[src/rtl/commit_unit_pkg.sv]
// rtl/commit_unit_pkg.sv - shared entry-type, state encodings and widths for the commit unit
package commit_unit_pkg;

    // ROB index width shared by every ROB-facing port.
    localparam int ROB_R = 4;

    // ROB head entry types.
    typedef enum logic [1:0] {
        CT_REG    = 2'd0,
        CT_STORE  = 2'd1,
        CT_BRANCH = 2'd2,
        CT_HALT   = 2'd3
    } ct_e;

    // Commit sequencer states.
    typedef enum logic [1:0] {
        CU_RUN     = 2'd0,
        CU_ST_WAIT = 2'd1,
        CU_FLUSH   = 2'd2,
        CU_HALT    = 2'd3
    } cu_state_e;

    // Entry types that write their result into the register file.
    function automatic logic writes_reg(input logic [1:0] t);
        return (t == CT_REG) || (t == CT_BRANCH);
    endfunction

endpackage

[src/rtl/commit_unit_if.sv]
// rtl/commit_unit_if.sv - ROB head, regfile write, store commit and flush/redirect bundle
// master: the commit unit (drives pop, set_*, st_commit_*, rob_clear, redirect_*).
// slave : the surrounding core (ROB head, LSB ack) or a testbench.
interface commit_unit_if #(
    parameter int ROB_W = 4,
    parameter int XLEN  = 32
);
    // ROB head
    logic             head_valid;
    logic             head_ready;
    logic [ROB_W-1:0] head_id;
    logic [1:0]       head_type;
    logic [4:0]       head_rd;
    logic [XLEN-1:0]  head_val;
    logic             head_mispredict;
    logic [XLEN-1:0]  head_target;
    logic             head_pop;
    // Register file write
    logic [4:0]       set_id;
    logic [XLEN-1:0]  set_val;
    logic [ROB_W-1:0] set_from_rob_id;
    // Store commit handshake with the LSB
    logic             st_commit_req;
    logic [ROB_W-1:0] st_commit_id;
    logic             st_commit_ack;
    // Flush and PC redirect
    logic             rob_clear;
    logic             redirect_valid;
    logic [XLEN-1:0]  redirect_pc;

    modport master (
        input  head_valid, head_ready, head_id, head_type, head_rd, head_val,
               head_mispredict, head_target, st_commit_ack,
        output head_pop, set_id, set_val, set_from_rob_id, st_commit_req,
               st_commit_id, rob_clear, redirect_valid, redirect_pc
    );

    modport slave (
        output head_valid, head_ready, head_id, head_type, head_rd, head_val,
               head_mispredict, head_target, st_commit_ack,
        input  head_pop, set_id, set_val, set_from_rob_id, st_commit_req,
               st_commit_id, rob_clear, redirect_valid, redirect_pc
    );
endinterface

[src/rtl/commit_unit.sv]
// rtl/commit_unit.sv - in-order retirement sequencer between ROB head and register file
// Ports: clk_in, rst_in (async active-high), rdy_in (global enable),
//        bus (commit_unit_if.master: ROB head, regfile set, store commit, flush/redirect),
//        halted (sticky), commit_count (retired instructions, wraps).
module commit_unit
    import commit_unit_pkg::*;
#(
    parameter int ROB_W = ROB_R,
    parameter int XLEN  = 32
) (
    input  logic           clk_in,
    input  logic           rst_in,
    input  logic           rdy_in,
    commit_unit_if.master  bus,
    output logic           halted,
    output logic [31:0]    commit_count
);

    cu_state_e        state_q, state_d;
    logic             st_commit_req_q, st_commit_req_d;
    logic [ROB_W-1:0] st_commit_id_q, st_commit_id_d;
    logic             rob_clear_q, rob_clear_d;
    logic             redirect_valid_q, redirect_valid_d;
    logic [XLEN-1:0]  redirect_pc_q, redirect_pc_d;
    logic             halted_q, halted_d;
    logic [31:0]      commit_count_q, commit_count_d;

    logic retire;
    logic ack_pop;
    logic head_pop;
    logic do_write;

    // A head is examined only in RUN; stores wait for the LSB before popping.
    assign retire   = rdy_in && (state_q == CU_RUN) && bus.head_valid && bus.head_ready;
    assign ack_pop  = rdy_in && (state_q == CU_ST_WAIT) && bus.st_commit_ack;
    assign do_write = retire && writes_reg(bus.head_type);
    assign head_pop = ack_pop || (retire && (bus.head_type != CT_STORE));

    always_comb begin
        state_d          = state_q;
        st_commit_req_d  = st_commit_req_q;
        st_commit_id_d   = st_commit_id_q;
        rob_clear_d      = 1'b0;
        redirect_valid_d = 1'b0;
        redirect_pc_d    = redirect_pc_q;
        halted_d         = halted_q;
        commit_count_d   = commit_count_q + {31'd0, head_pop};

        if (!rdy_in) begin
            // Frozen: everything, including a pending flush pulse, holds.
            state_d          = state_q;
            rob_clear_d      = rob_clear_q;
            redirect_valid_d = redirect_valid_q;
            commit_count_d   = commit_count_q;
        end else begin
            unique case (state_q)
                CU_RUN: begin
                    if (retire) begin
                        unique case (bus.head_type)
                            CT_BRANCH: begin
                                if (bus.head_mispredict) begin
                                    // Flush one cycle after the link write so the
                                    // regfile's clear priority cannot drop it.
                                    state_d          = CU_FLUSH;
                                    rob_clear_d      = 1'b1;
                                    redirect_valid_d = 1'b1;
                                    redirect_pc_d    = bus.head_target;
                                end
                            end
                            CT_STORE: begin
                                state_d         = CU_ST_WAIT;
                                st_commit_req_d = 1'b1;
                                st_commit_id_d  = bus.head_id;
                            end
                            CT_HALT: begin
                                state_d  = CU_HALT;
                                halted_d = 1'b1;
                            end
                            default: ;
                        endcase
                    end
                end
                CU_ST_WAIT: begin
                    if (bus.st_commit_ack) begin
                        state_d         = CU_RUN;
                        st_commit_req_d = 1'b0;
                    end
                end
                CU_FLUSH: state_d = CU_RUN;
                CU_HALT:  state_d = CU_HALT;
                default:  state_d = CU_RUN;
            endcase
        end
    end

    always_ff @(posedge clk_in or posedge rst_in) begin
        if (rst_in) begin
            state_q          <= CU_RUN;
            st_commit_req_q  <= 1'b0;
            st_commit_id_q   <= '0;
            rob_clear_q      <= 1'b0;
            redirect_valid_q <= 1'b0;
            redirect_pc_q    <= '0;
            halted_q         <= 1'b0;
            commit_count_q   <= '0;
        end else begin
            state_q          <= state_d;
            st_commit_req_q  <= st_commit_req_d;
            st_commit_id_q   <= st_commit_id_d;
            rob_clear_q      <= rob_clear_d;
            redirect_valid_q <= redirect_valid_d;
            redirect_pc_q    <= redirect_pc_d;
            halted_q         <= halted_d;
            commit_count_q   <= commit_count_d;
        end
    end

    assign bus.head_pop        = head_pop;
    assign bus.set_id          = do_write ? bus.head_rd : 5'd0;
    assign bus.set_val         = do_write ? bus.head_val : '0;
    assign bus.set_from_rob_id = do_write ? bus.head_id : '0;
    assign bus.st_commit_req   = st_commit_req_q;
    assign bus.st_commit_id    = st_commit_id_q;
    assign bus.rob_clear       = rob_clear_q;
    assign bus.redirect_valid  = redirect_valid_q;
    assign bus.redirect_pc     = redirect_pc_q;
    assign halted              = halted_q;
    assign commit_count        = commit_count_q;

endmodule
[src/flat_wrapper.sv]
// flat-port wrapper written by rule: the top's interface ports become plain ports
module commit_unit_flat import commit_unit_pkg::*;
#(
    parameter int ROB_W = ROB_R,
    parameter int XLEN  = 32
)
  (clk_in, rst_in, rdy_in, halted, commit_count, bus_head_valid, bus_head_ready, bus_head_id, bus_head_type, bus_head_rd, bus_head_val, bus_head_mispredict, bus_head_target, bus_st_commit_ack, bus_head_pop, bus_set_id, bus_set_val, bus_set_from_rob_id, bus_st_commit_req, bus_st_commit_id, bus_rob_clear, bus_redirect_valid, bus_redirect_pc);
  commit_unit_if #(.ROB_W(ROB_W), .XLEN(XLEN)) bus_i ();
  input  logic clk_in;
  input  logic rst_in;
  input  logic rdy_in;
  output logic halted;
  output logic [31:0] commit_count;
  input wire logic [$bits(bus_i.head_valid)-1:0] bus_head_valid;
  input wire logic [$bits(bus_i.head_ready)-1:0] bus_head_ready;
  input wire logic [$bits(bus_i.head_id)-1:0] bus_head_id;
  input wire logic [$bits(bus_i.head_type)-1:0] bus_head_type;
  input wire logic [$bits(bus_i.head_rd)-1:0] bus_head_rd;
  input wire logic [$bits(bus_i.head_val)-1:0] bus_head_val;
  input wire logic [$bits(bus_i.head_mispredict)-1:0] bus_head_mispredict;
  input wire logic [$bits(bus_i.head_target)-1:0] bus_head_target;
  input wire logic [$bits(bus_i.st_commit_ack)-1:0] bus_st_commit_ack;
  output wire logic [$bits(bus_i.head_pop)-1:0] bus_head_pop;
  output wire logic [$bits(bus_i.set_id)-1:0] bus_set_id;
  output wire logic [$bits(bus_i.set_val)-1:0] bus_set_val;
  output wire logic [$bits(bus_i.set_from_rob_id)-1:0] bus_set_from_rob_id;
  output wire logic [$bits(bus_i.st_commit_req)-1:0] bus_st_commit_req;
  output wire logic [$bits(bus_i.st_commit_id)-1:0] bus_st_commit_id;
  output wire logic [$bits(bus_i.rob_clear)-1:0] bus_rob_clear;
  output wire logic [$bits(bus_i.redirect_valid)-1:0] bus_redirect_valid;
  output wire logic [$bits(bus_i.redirect_pc)-1:0] bus_redirect_pc;
  assign bus_i.head_valid = bus_head_valid;
  assign bus_i.head_ready = bus_head_ready;
  assign bus_i.head_id = bus_head_id;
  assign bus_i.head_type = bus_head_type;
  assign bus_i.head_rd = bus_head_rd;
  assign bus_i.head_val = bus_head_val;
  assign bus_i.head_mispredict = bus_head_mispredict;
  assign bus_i.head_target = bus_head_target;
  assign bus_i.st_commit_ack = bus_st_commit_ack;
  assign bus_head_pop = bus_i.head_pop;
  assign bus_set_id = bus_i.set_id;
  assign bus_set_val = bus_i.set_val;
  assign bus_set_from_rob_id = bus_i.set_from_rob_id;
  assign bus_st_commit_req = bus_i.st_commit_req;
  assign bus_st_commit_id = bus_i.st_commit_id;
  assign bus_rob_clear = bus_i.rob_clear;
  assign bus_redirect_valid = bus_i.redirect_valid;
  assign bus_redirect_pc = bus_i.redirect_pc;
  commit_unit #(.ROB_W(ROB_W), .XLEN(XLEN)) u_core (.clk_in(clk_in), .rst_in(rst_in), .rdy_in(rdy_in), .bus(bus_i), .halted(halted), .commit_count(commit_count));
endmodule
[config.mk]
export PLATFORM = sky130hd
export DESIGN_NAME = commit_unit_flat
export DESIGN_NICKNAME = d
export VERILOG_FILES = /design/src/rtl/commit_unit_pkg.sv /design/src/rtl/commit_unit_if.sv /design/src/rtl/commit_unit.sv /design/src/flat_wrapper.sv
export SDC_FILE = /design/constraint.sdc
export NUM_CORES = 1
export LEC_CHECK = 0
export BUFFER_PORTS_ARGS = -buffer_cell sky130_fd_sc_hd__buf_4
export CORE_MARGIN = 5
export CORE_UTILIZATION = 44
export CTS_CLUSTER_DIAMETER = 120
export DETAILED_ROUTE_END_ITERATION = 12
export PLACE_DENSITY = 0.77
export SYNTH_ARGS = -nofsm -noshare
export SYNTH_HDL_FRONTEND = slang
export SYNTH_SLANG_ARGS = --single-unit
[constraint.sdc]
create_clock -name clk_in -period 2.4 [get_ports clk_in]
set_input_delay 0.12 -clock clk_in [delete_from_list [all_inputs] [get_ports clk_in]]
set_output_delay 0.12 -clock clk_in [all_outputs]
set_load 0.05 [all_outputs]
==> impl_metrics.py, run 1 <==
metrics = {
    "critical_path": {
        "cp-startpoint": "u_core.state_q[0]",
        "crit_path_end_kind": "flop",
        "worstSetupEndpoint": "u_core.commit_count[31]",
        "r2r-start": "u_core.state_q[0]",
        "rr_worst_depth": 9,
        "r2r_slack_ps": 190,
        "worstReg2RegEnd": "u_core.commit_count[31]",
        "cp.arrival_ps": 2480,
        "required_ps": 2670,
        "critPathLaunchType": "flop",
        "cp_max_fo": 14,
        "timing.setup.critical_path_class": "flop to flop",
    },
    "global_routing": {
        "grt_max_degree": 42,
        "overflow": 0,
        "track_usage_pct": 18.9,
        "grt_pass1_vias": 3030,
        "grt_pass1_wl_um": 14700,
        "antenna_found_initial": 0,
    },
    "die": {
        "core_mm2": 0.00773,
        "die_w_um": 99.3,
        "die_area_mm2": 0.00986,
        "rows": 32,
        "die_h_um": 99.3,
        "start_util_pct": 45.4,
        "pin_count": 196,
    },
    "detailed_routing": {
        "viasPerCell": 4.77,
        "drt_iter0_drc": 60,
        "firstDrtPassIters": 4,
        "routed_wirelength_um": 9510,
        "ant_nets": 0,
        "avgRoutedWirePerCell_um": 16.0,
        "dr_total_vias": 2833,
        "post-route-drc-count": 0,
    },
    "sta": {
        "slew_viol_final": 0,
        "layout_setup_ws_ps": 188,
        "timing.hold.ws_ps": 21.5,
        "post-route-min-period_ps": 2210,
        "relSlewSlack_pct": 60.4,
        "setup-tns-final_ps": 0,
        "fin_crit_sh_pct": 92.2,
        "worst_slew_pin_slew_ps": 591,
        "setup_viol": 0,
        "fmax_ghz": 0.452,
        "final-hold-violation-count": 0,
        "skew_ps": 7.12,
    },
    "clocking": {
        "ctsRootBufferMaster": "clkbuf_8",
        "cts_buffers": 9,
        "worstSkewPairLatency_ps": 330,
        "cts_tree": "built",
        "clk_pin_slew_worst_paths_ps": 80,
        "clock_sinks": 73,
        "htreeDepth": 3,
        "clock_path_buffers": 2,
    },
    "placement": {
        "place_congestion": 0.805,
        "dp_hpwl_um": 7330,
        "dpl_cell_area_mm2": 0.00504,
        "pre_cts_slack_ps": 131,
        "port_buffers": 195,
    },
    "synthesis": {
        "yosys.area.top_type": "dfrtp_1",
        "synthCells": 270,
        "synthArstFlopShare_pct": 100,
        "synthesis.nets": 354,
        "synth_top_area_share_pct": 52.1,
        "synth_area_per_cell_um2": 13.0,
        "synthFlopType": "dfrtp_1",
        "yosysSeqAreaShare_pct": 52.1,
        "ys_ff_latch": 73,
        "yosys_warnings": 0,
        "synth_edf_count": 0,
        "synth_cell_types": 31,
        "synth_area_mm2": 0.00351,
        "ys_top_cells_by_area": "dfrtp_1 52%, mux2_4 12%, and2_1 7.3%",
    },
    "run": {
        "cap_violations": 0,
    },
    "layout": {
        "fin_nets": 571,
        "drive_above_1_share_pct": 54.3,
        "final_common_cell": "buf_4",
        "layout_common_cells": "201 x buf_4, 73 x dfrtp_1, 41 x and2_1, 29 x mux2_4, 23 x xnor2_1",
        "final_area_mm2": 0.00543,
        "n_antenna_cell": 0,
        "areaGrowthSynthToFinish_pct": 54.8,
    },
    "pwr": {
        "power.density_mw_per_mm2": 848,
        "peakVddDrop_mv": 0.376,
        "p_leak_uw": 0.00288,
        "power_uw": 4600,
    },
    "hold_path": {
        "hold_class": "primary input to flop",
        "min_from": "bus_head_target[18]",
    },
    "run_status": {
        "status": "finished clean",
    },
}
-- critical path: stages (launching register included) --
cell and delay [ps]:
dfrtp_1 460, nor3_1 220, a21oi_1 90, nor2_4 160
ha_1 190, nand4_2 240, nor4_4 200, buf_4 240
and4_1 210, xor2_1 140
-- layout make-up --
| class | count | area, µm² |
|---|---|---|
| Clock buffer | 10 | 138 |
| Inverter | 5 | 18.8 |
| Sequential cell | 73 | 1830 |
| Timing Repair Buffer | 217 | 1670 |
| Tap cell | 102 | 128 |
| Clock inverter | 6 | 90.1 |
| Multi-Input combinational cell | 181 | 1560 |
| Fill cell | 545 | 2300 |
-- state kept, by name, indices dropped and copies added, names as in the netlist --
name                      cells
u_core.bus.st_commit_id       4
u_core.bus.st_commit_req      1
u_core.commit_count          32
u_core.state_q                2
u_core.bus.redirect_pc       32
u_core.bus.rob_clear          1
u_core.halted                 1
-- how the worst min path moves through the flow --
stage,to,slack (ps),cells after the start
3_5_place_dp,u_core.commit_count[11],140,2
5_1_grt,u_core.bus.redirect_pc[16],0.3,2
3_3_place_gp,u_core.commit_count[11],130,2
4_1_cts,u_core.bus.redirect_pc[5],0.6,2
6_report,u_core.bus.redirect_pc[18],20,2
2_1_floorplan,u_core.halted,240,1
-- per-stage QoR --
step	cells	util, %
global placement	562	65.2
floorplan	270	-
detailed placement	562	65.2
global route	594	70.3
finish	594	70.3
CTS	583	68.8
-- cells in the mapped netlist, drive strengths merged (2+ instances only) --
master / n
mux2: 37
xnor2: 23
nor4: 3
dfrtp: 73
buf: 7
and4: 3
nor2b: 3
o21a: 2
and2: 42
o21ai: 2
xor2: 8
nor3: 4
inv: 5
nand2: 10
nand3: 14
nor2: 6
clkbuf: 4
a21o: 2
nand4: 10
and3: 6
ha: 2
-- what timing repair did --
item / in CTS / in global routing
gates resized for setup: 0 / 1
endpoints found under the setup margin: 0 / 3
endpoints found under the hold margin: 21 / 11
setup buffers: 0 / 0
hold buffers: 5 / 11
-- power breakdown --
group	leakage [µW]	total [µW]	switching [µW]	internal, µW
Combinational	0.00179	1880	1180	694
Clock	0.000113	1080	461	617
Sequential	0.000976	1650	182	1470
-- per-layer routing --
layer	vias up	routed length (µm)	track usage [%]
met5	-	0	0
met4	0	114	6.41
li1	1345	-	-
met2	128	5110	34.2
met3	8	701	4.77
met1	1352	3580	21.5
-- cell families (layout without fill, tap and decap cells) --
kind of cell / count (synthesis) / after routing / share of synthesized area (%)
AND/OR/NAND/NOR: 103 / 103 / 19.1
multiplexers: 37 / 37 / 15.0
flip-flops: 73 / 73 / 52.1
adder cells (fa/ha/maj): 2 / 2 / 0.713
XOR/XNOR: 31 / 31 / 7.74
AO/OA/AOI/OAI: 8 / 8 / 1.53
buffers and inverters: 16 / 238 / 3.85
Power figures use the tool's default switching activity.
==> run 2, diff against run 1 <==
Settings changed: CORE_UTILIZATION 44 to 46, CTS_BUF_LIST from default to sky130_fd_sc_hd__clkbuf_2 sky130_fd_sc_hd__clkbuf_4 sky130_fd_sc_hd__clkbuf_8, PLACE_DENSITY 0.77 to 0.8.
==> impl_metrics.py, run 2 (synthesis results as in run 1) <==
metrics = {
    "layout": {
        "finalNonFillerCells": 583,
        "fin_nets": 563,
        "layout_common_cells": "201 x buf_4, 73 x dfrtp_1, 41 x and2_1, 29 x mux2_4, 23 x xnor2_1",
        "drive_above_1_share_pct": 55.0,
        "areaGrowthSynthToFinish_pct": 52.8,
        "final_common_cell": "buf_4",
        "utilization_pct": 73.1,
        "n_antenna_cell": 0,
    },
    "detailed_routing": {
        "drt_iter0_drc": 62,
        "ant_nets": 0,
        "post-route-drc-count": 0,
        "dr_total_vias": 2813,
        "avgRoutedWirePerCell_um": 15.9,
        "viasPerCell": 4.83,
        "routed_wirelength_um": 9290,
        "firstDrtPassIters": 4,
    },
    "sta": {
        "final-hold-violation-count": 0,
        "relSlewSlack_pct": 57.1,
        "rsz0062_at_grt": "false",
        "slew_viol_final": 0,
        "worst_slew_pin_slew_ps": 639,
        "fmax_ghz": 0.453,
        "setup-tns-final_ps": 0,
        "skew_ps": 11.5,
        "setup_viol": 0,
        "layout_setup_ws_ps": 191,
        "post-route-min-period_ps": 2210,
        "fin_crit_sh_pct": 92.0,
    },
    "global_routing": {
        "grt_max_degree": 42,
        "grt_pass1_vias": 2986,
        "antenna_found_initial": 0,
        "grt_pass1_wl_um": 14900,
        "overflow": 0,
        "track_usage_pct": 19.4,
    },
    "clocking": {
        "ctsRootBufferMaster": "clkbuf_8",
        "htreeDepth": 3,
        "clk_pin_slew_worst_paths_ps": 80,
        "worstSkewPairLatency_ps": 330,
        "clock_sinks": 73,
        "holdBufCountCts": 7,
        "cts_resized": 0,
        "clock_path_buffers": 2,
        "cts_tree": "built",
        "postCtsSetupBuffers": 0,
        "cts_buffers": 9,
    },
    "die": {
        "die_area_mm2": 0.00947,
        "die_w_um": 97.3,
        "rows": 31,
        "start_util_pct": 47.8,
        "die_h_um": 97.3,
        "pin_count": 196,
        "core_mm2": 0.00733,
    },
    "placement": {
        "dp_hpwl_um": 7260,
        "pre_cts_slack_ps": 189,
        "port_buffers": 195,
        "dp.cells": 559,
        "place_congestion": 0.816,
    },
    "critical_path": {
        "crit_path_end_kind": "flop",
        "required_ps": 2650,
        "cp_max_fo": 14,
        "cp.arrival_ps": 2460,
        "timing.setup.critical_path_class": "flop to flop",
        "rr_worst_depth": 9,
        "critPathLaunchType": "flop",
    },
    "pwr": {
        "p_leak_uw": 0.00285,
        "sw_frac_of_total_pct": 38.3,
        "internal_power_uw": 2880,
        "power.density_mw_per_mm2": 871,
        "peakVddDrop_mv": 0.404,
        "pwr-share-clk_pct": 24.9,
        "power_frac_comb_pct": 39.9,
        "seqPwrFrac_pct": 35.2,
        "switchingPower_uw": 1790,
    },
    "run": {
        "cap_violations": 0,
    },
    "hold_path": {
        "hold_class": "primary input to flop",
        "holdPathStages": 2,
    },
    "run_status": {
        "status": "finished clean",
    },
}
==> run 2: changes by cell type in the layout (fill, tap and decap cells not counted), sizes merged <==
| cell | delta |
|---|---|
| inv | -1 |
| clkbuf | +1 |
| dlygate4sd3 | -8 |
| clkinv | -1 |
| bufinv | +1 |
==> run 2: cell type report <==
cell class | count | area [µm²]
fill | 502 | 1970
sequential | 73 | 1830
tap | 99 | 124
inverter | 5 | 18.8
timing repair buffer | 209 | 1590
clock inverter | 5 | 103
clock buffer | 11 | 145
multi-input combinational | 181 | 1550
==> run 2: path summary, 6_finish.rpt <==
path | start | endpoint | slack (ps)
setup / recovery | u_core.state_q[0] | u_core.commit_count[31] | 190
hold / removal | bus_head_target[18] | u_core.bus.redirect_pc[18] | 10
setup reg to reg | u_core.state_q[0] | u_core.commit_count[31] | 190
hold reg to reg | u_core.halted | u_core.halted | 460
max in group asynchronous | rst_in | u_core.commit_count[20] | 1600
min in group asynchronous | rst_in | u_core.bus.redirect_pc[27] | 460
==> run 2: power groups by stage <==
stage	clock (µW)	combinational, µW	sequential (µW)
floorplan	0	454	2450
global placement	0	1850	1650
detailed placement	0	1870	1670
CTS	1190	1880	1640
global route	1240	1930	1680
finish	1160	1860	1640
==> run 2: stage by stage <==
stage / total power (µW) / hold WS (ps) / area (µm²)
after floorplan: 2900 / 237 / 3510
after global placement: 3500 / 265 / 5030
after detailed placement: 3530 / 267 / 5030
after CTS: 4710 / 0.393 / 5350
after global routing: 4850 / 0.849 / 5360
final: 4670 / 12.7 / 5360
==> run 2: worst max-delay path, stage by stage, from the launching register on <==
cell and delay [ps]:
dfrtp_1 470, nor3_1 210, a21oi_1 90, nor2_4 150
ha_1 190, nand4_2 230, nor4_4 190, buf_4 240
and4_1 210, xor2_1 150
==> run 2: layer usage <==
metal	GRT usage (%)	wire length, µm
met1	21.0	3450
met2	35.6	4970
met3	5.38	691
met4	7.56	175
met5	0	0
